--- src/rtl/ysyx_25020047_pkg.sv ---
// Shared types and constants for the instruction-fetch controller.
package ysyx_25020047_pkg;

  // Fetch controller states; IDLE is the reset state, FAULT is terminal.
  typedef enum logic [2:0] {
    S_IDLE  = 3'd0,
    S_REQ   = 3'd1,
    S_WAIT  = 3'd2,
    S_VALID = 3'd3,
    S_EXEC  = 3'd4,
    S_FAULT = 3'd5
  } ifu_state_e;

  // fault_cause encodings.
  localparam logic [1:0] FC_NONE     = 2'd0;
  localparam logic [1:0] FC_MISALIGN = 2'd1;
  localparam logic [1:0] FC_ACCESS   = 2'd2;
  localparam logic [1:0] FC_TIMEOUT  = 2'd3;

  // Architectural PC after reset.
  localparam logic [31:0] RESET_PC_DEFAULT = 32'h8000_0000;

  // Instructions are 32-bit, so a fetchable PC has its low two bits clear.
  function automatic logic pc_aligned(input logic [31:0] pc);
    return (pc[1:0] == 2'b00);
  endfunction

endpackage

--- src/rtl/ifu_timeout_cnt.sv ---
// 16-bit WAIT-cycle counter. expire flags that the current cycle is the
// TIMEOUT-th counted cycle, so the parent faults on the edge ending it.
module ifu_timeout_cnt #(
  parameter int unsigned TIMEOUT = 255
) (
  input  logic clk,
  input  logic rst,
  input  logic clr,
  input  logic en,
  output logic expire
);

  localparam logic [15:0] LAST_CNT = 16'(TIMEOUT - 1);

  logic [15:0] cnt_q;
  logic [15:0] cnt_d;

  // Next count: clear wins over enable, otherwise hold.
  always_comb begin
    cnt_d = cnt_q;
    if (clr) begin
      cnt_d = 16'd0;
    end else if (en) begin
      cnt_d = cnt_q + 16'd1;
    end else begin
      cnt_d = cnt_q;
    end
  end

  // Counter register.
  always_ff @(posedge clk or posedge rst) begin
    if (rst) begin
      cnt_q <= 16'd0;
    end else begin
      cnt_q <= cnt_d;
    end
  end

  // Decoded from the registered count only; the parent gates it with WAIT.
  assign expire = (cnt_q == LAST_CNT);

endmodule

--- src/rtl/ifu_fetch_ctrl.sv ---
// Multi-cycle instruction-fetch controller: owns the PC, fetches over a
// valid/ready memory port, hands instructions to decode and waits for the
// writeback stage to commit the next PC. Faults are sticky until reset.
module ifu_fetch_ctrl
  import ysyx_25020047_pkg::*;
#(
  parameter logic [31:0] RESET_PC = RESET_PC_DEFAULT,
  parameter int unsigned TIMEOUT  = 255
) (
  input  logic        clk,
  input  logic        rst,
  output logic        imem_req_valid,
  input  logic        imem_req_ready,
  output logic [31:0] imem_req_addr,
  input  logic        imem_resp_valid,
  input  logic [31:0] imem_resp_data,
  input  logic        imem_resp_err,
  output logic        out_valid,
  input  logic        out_ready,
  output logic [31:0] out_inst,
  output logic [31:0] out_pc,
  input  logic        wb_valid,
  input  logic [31:0] wb_dnpc,
  output logic        fault,
  output logic [1:0]  fault_cause,
  output logic [31:0] fault_pc,
  output logic [31:0] retire_cnt
);

  ifu_state_e  state_q, state_d;
  logic [31:0] pc_q, pc_d;
  logic [31:0] inst_q, inst_d;
  logic [31:0] retire_q, retire_d;
  logic [1:0]  fcause_q, fcause_d;
  logic [31:0] fpc_q, fpc_d;

  logic to_clr;
  logic to_en;
  logic to_expire;

  ifu_timeout_cnt #(
    .TIMEOUT(TIMEOUT)
  ) u_timeout (
    .clk    (clk),
    .rst    (rst),
    .clr    (to_clr),
    .en     (to_en),
    .expire (to_expire)
  );

  // Next-state and datapath updates; everything defaults to hold.
  always_comb begin
    state_d  = state_q;
    pc_d     = pc_q;
    inst_d   = inst_q;
    retire_d = retire_q;
    fcause_d = fcause_q;
    fpc_d    = fpc_q;
    to_clr   = 1'b0;
    to_en    = 1'b0;
    case (state_q)
      S_IDLE: begin
        state_d = S_REQ;
      end
      S_REQ: begin
        if (!pc_aligned(pc_q)) begin
          state_d  = S_FAULT;
          fcause_d = FC_MISALIGN;
          fpc_d    = pc_q;
        end else if (imem_req_ready) begin
          state_d = S_WAIT;
          to_clr  = 1'b1;
        end else begin
          state_d = S_REQ;
        end
      end
      S_WAIT: begin
        // A response arriving in the expiry cycle still counts.
        if (imem_resp_valid) begin
          if (imem_resp_err) begin
            state_d  = S_FAULT;
            fcause_d = FC_ACCESS;
            fpc_d    = pc_q;
          end else begin
            state_d = S_VALID;
            inst_d  = imem_resp_data;
          end
        end else begin
          to_en = 1'b1;
          if (to_expire) begin
            state_d  = S_FAULT;
            fcause_d = FC_TIMEOUT;
            fpc_d    = pc_q;
          end else begin
            state_d = S_WAIT;
          end
        end
      end
      S_VALID: begin
        if (out_ready) begin
          state_d  = S_EXEC;
          retire_d = retire_q + 32'd1;
        end else begin
          state_d = S_VALID;
        end
      end
      S_EXEC: begin
        if (wb_valid) begin
          state_d = S_REQ;
          pc_d    = wb_dnpc;
        end else begin
          state_d = S_EXEC;
        end
      end
      S_FAULT: begin
        state_d = S_FAULT;
      end
      default: begin
        state_d = S_IDLE;
      end
    endcase
  end

  // State and datapath registers; reset abandons any in-flight fetch.
  always_ff @(posedge clk or posedge rst) begin
    if (rst) begin
      state_q  <= S_IDLE;
      pc_q     <= RESET_PC;
      inst_q   <= 32'd0;
      retire_q <= 32'd0;
      fcause_q <= FC_NONE;
      fpc_q    <= 32'd0;
    end else begin
      state_q  <= state_d;
      pc_q     <= pc_d;
      inst_q   <= inst_d;
      retire_q <= retire_d;
      fcause_q <= fcause_d;
      fpc_q    <= fpc_d;
    end
  end

  // Outputs decoded from registered state only; a misaligned PC never requests.
  assign imem_req_valid = (state_q == S_REQ) && pc_aligned(pc_q);
  assign imem_req_addr  = pc_q;
  assign out_valid      = (state_q == S_VALID);
  assign out_inst       = inst_q;
  assign out_pc         = pc_q;
  assign fault          = (state_q == S_FAULT);
  assign fault_cause    = fcause_q;
  assign fault_pc       = fpc_q;
  assign retire_cnt     = retire_q;

endmodule

--- config.mk ---
export PLATFORM = sky130hd
export DESIGN_NAME = ifu_fetch_ctrl
export DESIGN_NICKNAME = d
export VERILOG_FILES = /design/src/rtl/ysyx_25020047_pkg.sv /design/src/rtl/ifu_timeout_cnt.sv /design/src/rtl/ifu_fetch_ctrl.sv
export SDC_FILE = /design/constraint.sdc
export NUM_CORES = 1
export LEC_CHECK = 0
export CAP_MARGIN = 20
export CORE_MARGIN = 1
export CORE_UTILIZATION = 35
export DETAILED_ROUTE_END_ITERATION = 10
export PLACE_DENSITY = 0.65
export SYNTH_ARGS = -nofsm -noshare
export SYNTH_HDL_FRONTEND = slang
export SYNTH_SLANG_ARGS = --single-unit
export TNS_END_PERCENT = 100
--- constraint.sdc ---
create_clock -name clk -period 6 [get_ports clk]
set_clock_uncertainty 0.1 [all_clocks]
set_input_delay 0.6 -clock clk [delete_from_list [all_inputs] [get_ports clk]]
set_output_delay 0.6 -clock clk [all_outputs]
set_load 0.02 [all_outputs]
== After elaboration in Yosys (flattened, before gate mapping) ==
Index checks and enable logic that the tools add are counted.
Operators by class
  reductions and logical operators: 9
  $add $sub $neg: 2
  bitwise operators: 1
  eq/ne operators: 9
  mux-type cells: 25
Operators with widths (number)
  two-way mux 32 bit: 4
  one-hot mux 32 bit (2 select lines): 1
  adder 32 x 1 -> 32 bit, second input constant: 1
  two-way mux 16 bit: 2
  two-way mux 3 bit: 6
  one-hot mux 3 bit (6 select lines): 1
  adder 16 x 1 -> 16 bit, second input constant: 1
  == test 16 x 8 -> 1 bit, second input constant: 1
  two-way mux 2 bit: 5
  == test 3 x 2 -> 1 bit, second input constant: 2
  == test 3 bit, second input constant: 2
  != test 3 bit, second input constant: 2
  two-way mux 1 bit: 5
  one-hot mux 2 bit (2 select lines): 1
  AND reduction 2 bit: 2
  AND reduction 4 bit: 1
  nonzero test 2 bit: 2
  == test 3 x 1 -> 1 bit, second input constant: 1
  zero test 3 bit: 1
  AND reduction 3 bit: 1
  zero test 2 bit: 1
  != test 2 bit, second input constant: 1
  logical AND 1 bit: 1
  inverter 1 bit: 1
Storage, ports and cells
  flip-flop bits (word level): 149

== Depth between registers and ports, before layout ==
  depth after elaboration: 4
  depth in mapped cells: 8

== Hierarchy ==
A second synthesis with hierarchy kept.
Unflattened totals
  cell total of the unflattened synthesis: 483
  area total of the unflattened synthesis: 6473.7 sq um
By module, submodules not included
  ifu_fetch_ctrl: cells an instance 392, area each 5539.1 sq um, sequential area each 3329.4 sq um, instances 1
  ifu_timeout_cnt: cells an instance 91, area each 934.6 sq um, sequential area each 400.4 sq um, instances 1

== Worst setup path before layout ==
No wires, ideal clock.
  path type: reg2reg
  start: register u_timeout.cnt_q[0]
  end: register fpc_q[0], in the netlist fault_pc[0]
  stages on the path, launching flop included: 9
  arrival time: 1.822 ns
  buffers on the path: 2
  required time: 5.775 ns
  slack: 3.953 ns
  path through: dfrtp_1 > inv_1 > ha_1 > and4b_1 > and4_1 > a211o_1 > buf_6 > buf_8 > mux2_4
On the way
  word-level cells in the longest chain between the ends: 3
RTL lines
  from (decl): line ifu_timeout_cnt.sv:15  | logic [15:0] cnt_q;
  from (signal assigned): line ifu_timeout_cnt.sv:35  | cnt_q <= cnt_d;
  == test 16 x 8 -> 1 bit: line ifu_timeout_cnt.sv:40  | assign expire = (cnt_q == LAST_CNT);
  != test 3 bit (no line)
  AND reduction 4 bit (no line)
  to (signal assigned): line ifu_fetch_ctrl.sv:139  | fpc_q <= fpc_d;
  to (decl): line ifu_fetch_ctrl.sv:35  | logic [31:0] fpc_q, fpc_d;
Every way passes these cells.
A chain may end at the register's enable or synchronous reset.

== Worst setup path after layout ==
  start: register state_q[0]
  end: output imem_req_valid
On the way
  word-level cells in the longest chain between the ends: 2
RTL lines
  from (decl): line ifu_fetch_ctrl.sv:30  | ifu_state_e state_q, state_d;
  from (signal assigned): line ifu_fetch_ctrl.sv:134  | state_q <= state_d;
  == test 3 x 1 -> 1 bit: line ifu_fetch_ctrl.sv:144  | assign imem_req_valid = (state_q == S_REQ) && pc_aligned(pc_q);
  logical AND 1 bit: line ifu_fetch_ctrl.sv:144
  to (decl): line ifu_fetch_ctrl.sv:12  | output logic imem_req_valid,
Every way passes these cells.

==> qor.txt <==
count of vias placed by the detailed router: 4587
period utilization: 0.464
Startpoint Class: flop
router iterations before antenna repair: 8
Synthesized Nets: 567
Seq/Total Area, Yosys: 0.567
Die Span X: 139 um
Layout Cell Area excl Fill: 9490 um^2
average wire length per cell after detail routing: 16.6 um
Setup Total Neg Slack: 0 ps
Post-Synthesis Cells: 493
total congestion overflow: 0
initial standard-cell utilization of the core: 0.361
status: complete, but fails checks
cell types with the largest area share after synthesis: dfrtp_1, mux2_2, mux2_4
required arrival time at the worst endpoint: 5300 ps
Netlist cell types: 42
global placer's final weighted congestion: 0.860
pin count of the biggest net entering global routing: 105
total count of max-transition violations in the final report: 0
via count of the first global-routing pass: 4842
count of nets after finishing: 776
global-route usage over all layers: 0.168
synthesis-to-layout area growth: 44.3%
maximum root-to-sink buffer count: 2
initial antenna violation count: 0
Synth Register Bits: 149
async set or reset register ratio after synthesis: 1.00
number of enable-type register cells in the synthesized netlist: 0
Die H: 139 um
leakage dissipation: 4.04 nW
Clk Latency, worst-skew pair: 410 ps
DRC violation count after routing: 10
number of buffer cells added on primary ports: 235
class of the tightest hold or removal check: reg2reg
top cell type by total area after synthesis: dfrtp_1
Sinks on Clock Net: 149
Setup Slack @ Placement: 2900 ps
Die Footprint: 19400 um^2
setup slack of the worst register-to-register path: 3430 ps
busiest layer in global routing: met2
worst voltage drop across the vdd grid: 0.000399 V
H-Tree Depth: 4
clock buffer count from CTS: 17
Setup Crit Path Kind: reg2out
number of buffers inserted to repair setup after CTS: 0
final count of negative-setup-slack endpoints: 0
arrival time at the worst endpoint: 2090 ps
total of fill cells in the finished design: 1536
Final Hold Fails: 0
number of I/O pins: 236
transition at the pin with the smallest max-transition slack: 1030 ps
global-route track usage on met2: 0.277
post-layout min period: 2790 ps
endpoint type of the worst setup path: output port
number of cells upsized or downsized after cts: 0
cell at the root of the clock tree: clkbuf_16
unrepaired setup endpoints after global routing: false
Routed Antenna Nets: 0
violated checks: design-rule violations
headroom to the max-slew limit: 0.314
met1 Usage GRT: 0.209
number of hold buffers added after cts: 0
clock tree from TritonCTS: built
clock slew seen by the registers of the worst setup and hold paths: 70 ps
fraction of layout cells with a size suffix above 1: 0.201
max-capacitance violation count: 0
standard cell area after detailed placement: 8890 um^2
via/cell ratio: 4.86
number of warnings reported in the yosys synthesis log: 0
core area: 18200 um^2
total power density per cell area: 513 nW/um^2
Ant. Diodes: 0
DRT Wirelength: 15.7 mm
post-synthesis average cell area: 13.3 um^2
global-route wire length before repair: 25.6 mm
synthesized area: 6580 um^2
maximum fanout encountered on the critical timing path: 8
predominant post-synthesis flop cell: dfrtp_1
maximum clock rate: 0.359 GHz
post-layout worst setup margin: 3210 ps
global-route met3 utilization: 0.0584
number of DRC markers in iteration 0: 175
portion of synthesized cell area occupied by the leading cell type: 0.563
sum of net half-perimeters after detailed placement: 11.1 mm
floorplan row count: 49
==> stage by stage <==
step / utilization / hold WS, ps / power [mW] / cells
2_1_floorplan: - / 405 / 2.92 / 493
3_3_place_gp: 0.488 / 359 / 3.79 / 912
3_5_place_dp: 0.488 / 379 / 3.83 / 912
4_1_cts: 0.521 / 390 / 4.94 / 944
5_1_grt: 0.521 / 411 / 5.11 / 944
6_report: 0.521 / 379 / 4.87 / 944
==> final timing paths <==
path,start,to,cells after the start
setup / recovery,state_q[0],imem_req_valid,3
hold / removal,retire_cnt[31],retire_cnt[31],1
setup reg to reg,u_timeout.cnt_q[0],fault_pc[3],6
hold reg to reg,retire_cnt[31],retire_cnt[31],1
max in group asynchronous,rst,fault_pc[7],3
min in group asynchronous,rst,retire_cnt[16],2
==> layout by cell type, fill, tap and decap left out, types with 4 or more instances in the layout <==
cell type,count
and3_1,6
nor3_1,4
nand3_1,23
dfrtp_1,148
nand4_1,15
a21oi_1,11
clkdlybuf4s50_1,235
clkbuf_16,17
inv_1,6
and2_1,7
mux2_4,29
buf_4,5
or3_1,7
nor2_1,14
mux2_2,64
xor2_1,9
nand2_1,22
o21ai_0,11
xnor2_1,30
and4_1,5
clkinvlp_4,4
==> layer usage <==
| metal | routed length [um] | up-vias |
|---|---|---|
| met5 | 0 | - |
| met4 | 61 | 0 |
| met3 | 1080 | 10 |
| met2 | 7860 | 149 |
| met1 | 6690 | 2314 |
| li1 | - | 2114 |
==> cells in the mapped netlist, drive strengths merged, types with 9 or more instances <==
library cell,number
o21ai,11
nand2,22
nand4,17
nor2,14
nand3,23
a21oi,11
xnor2,30
dfrtp,148
buf,49
mux2,96
xor2,9
==> sequential cells by signal, summed over array words and instances (netlist names) <==
signal / cells
out_inst: 32
fault_cause: 2
u_timeout.cnt_q: 16
state_q: 3
retire_cnt: 32
imem_req_addr: 32
fault_pc: 32
==> final cells by class <==
cell class	instances	area [um^2]	share of cell area
Inverter	7	31.3	0.00329
Timing Repair Buffer	240	2390	0.252
Multi-Input combinational cell	287	2450	0.259
Clock inverter	12	145	0.0153
Tap cell	229	287	0.0302
Sequential cell	149	3730	0.393
Clock buffer	20	457	0.0481
==> kinds of logic (layout without fill, tap and decap cells) <==
group                    after synthesis  in the layout  synth area share
buffers and inverters                 57            279            0.0614
flip-flops                           149            149             0.567
XOR/XNOR                              39             39            0.0519
AND/OR/NAND/NOR                      124            124             0.113
multiplexers                          96             96             0.181
AO/OA/AOI/OAI                         25             25            0.0207
adder cells (fa/ha/maj)                3              3           0.00570
==> power breakdown <==
group          leakage (nW)  internal, mW  switching (mW)
Combinational          1.84          1.20           0.979
Sequential             1.92          1.34           0.280
Clock                 0.281         0.642           0.435
==> worst max-delay path, cell delays in order, from the launching register on <==
cell	delay, ps
dfrtp_1	500
nor3b_2	360
and2_1	180
clkdlybuf4s50_1	630
No activity file was read; power rests on OpenSTA's default activity.
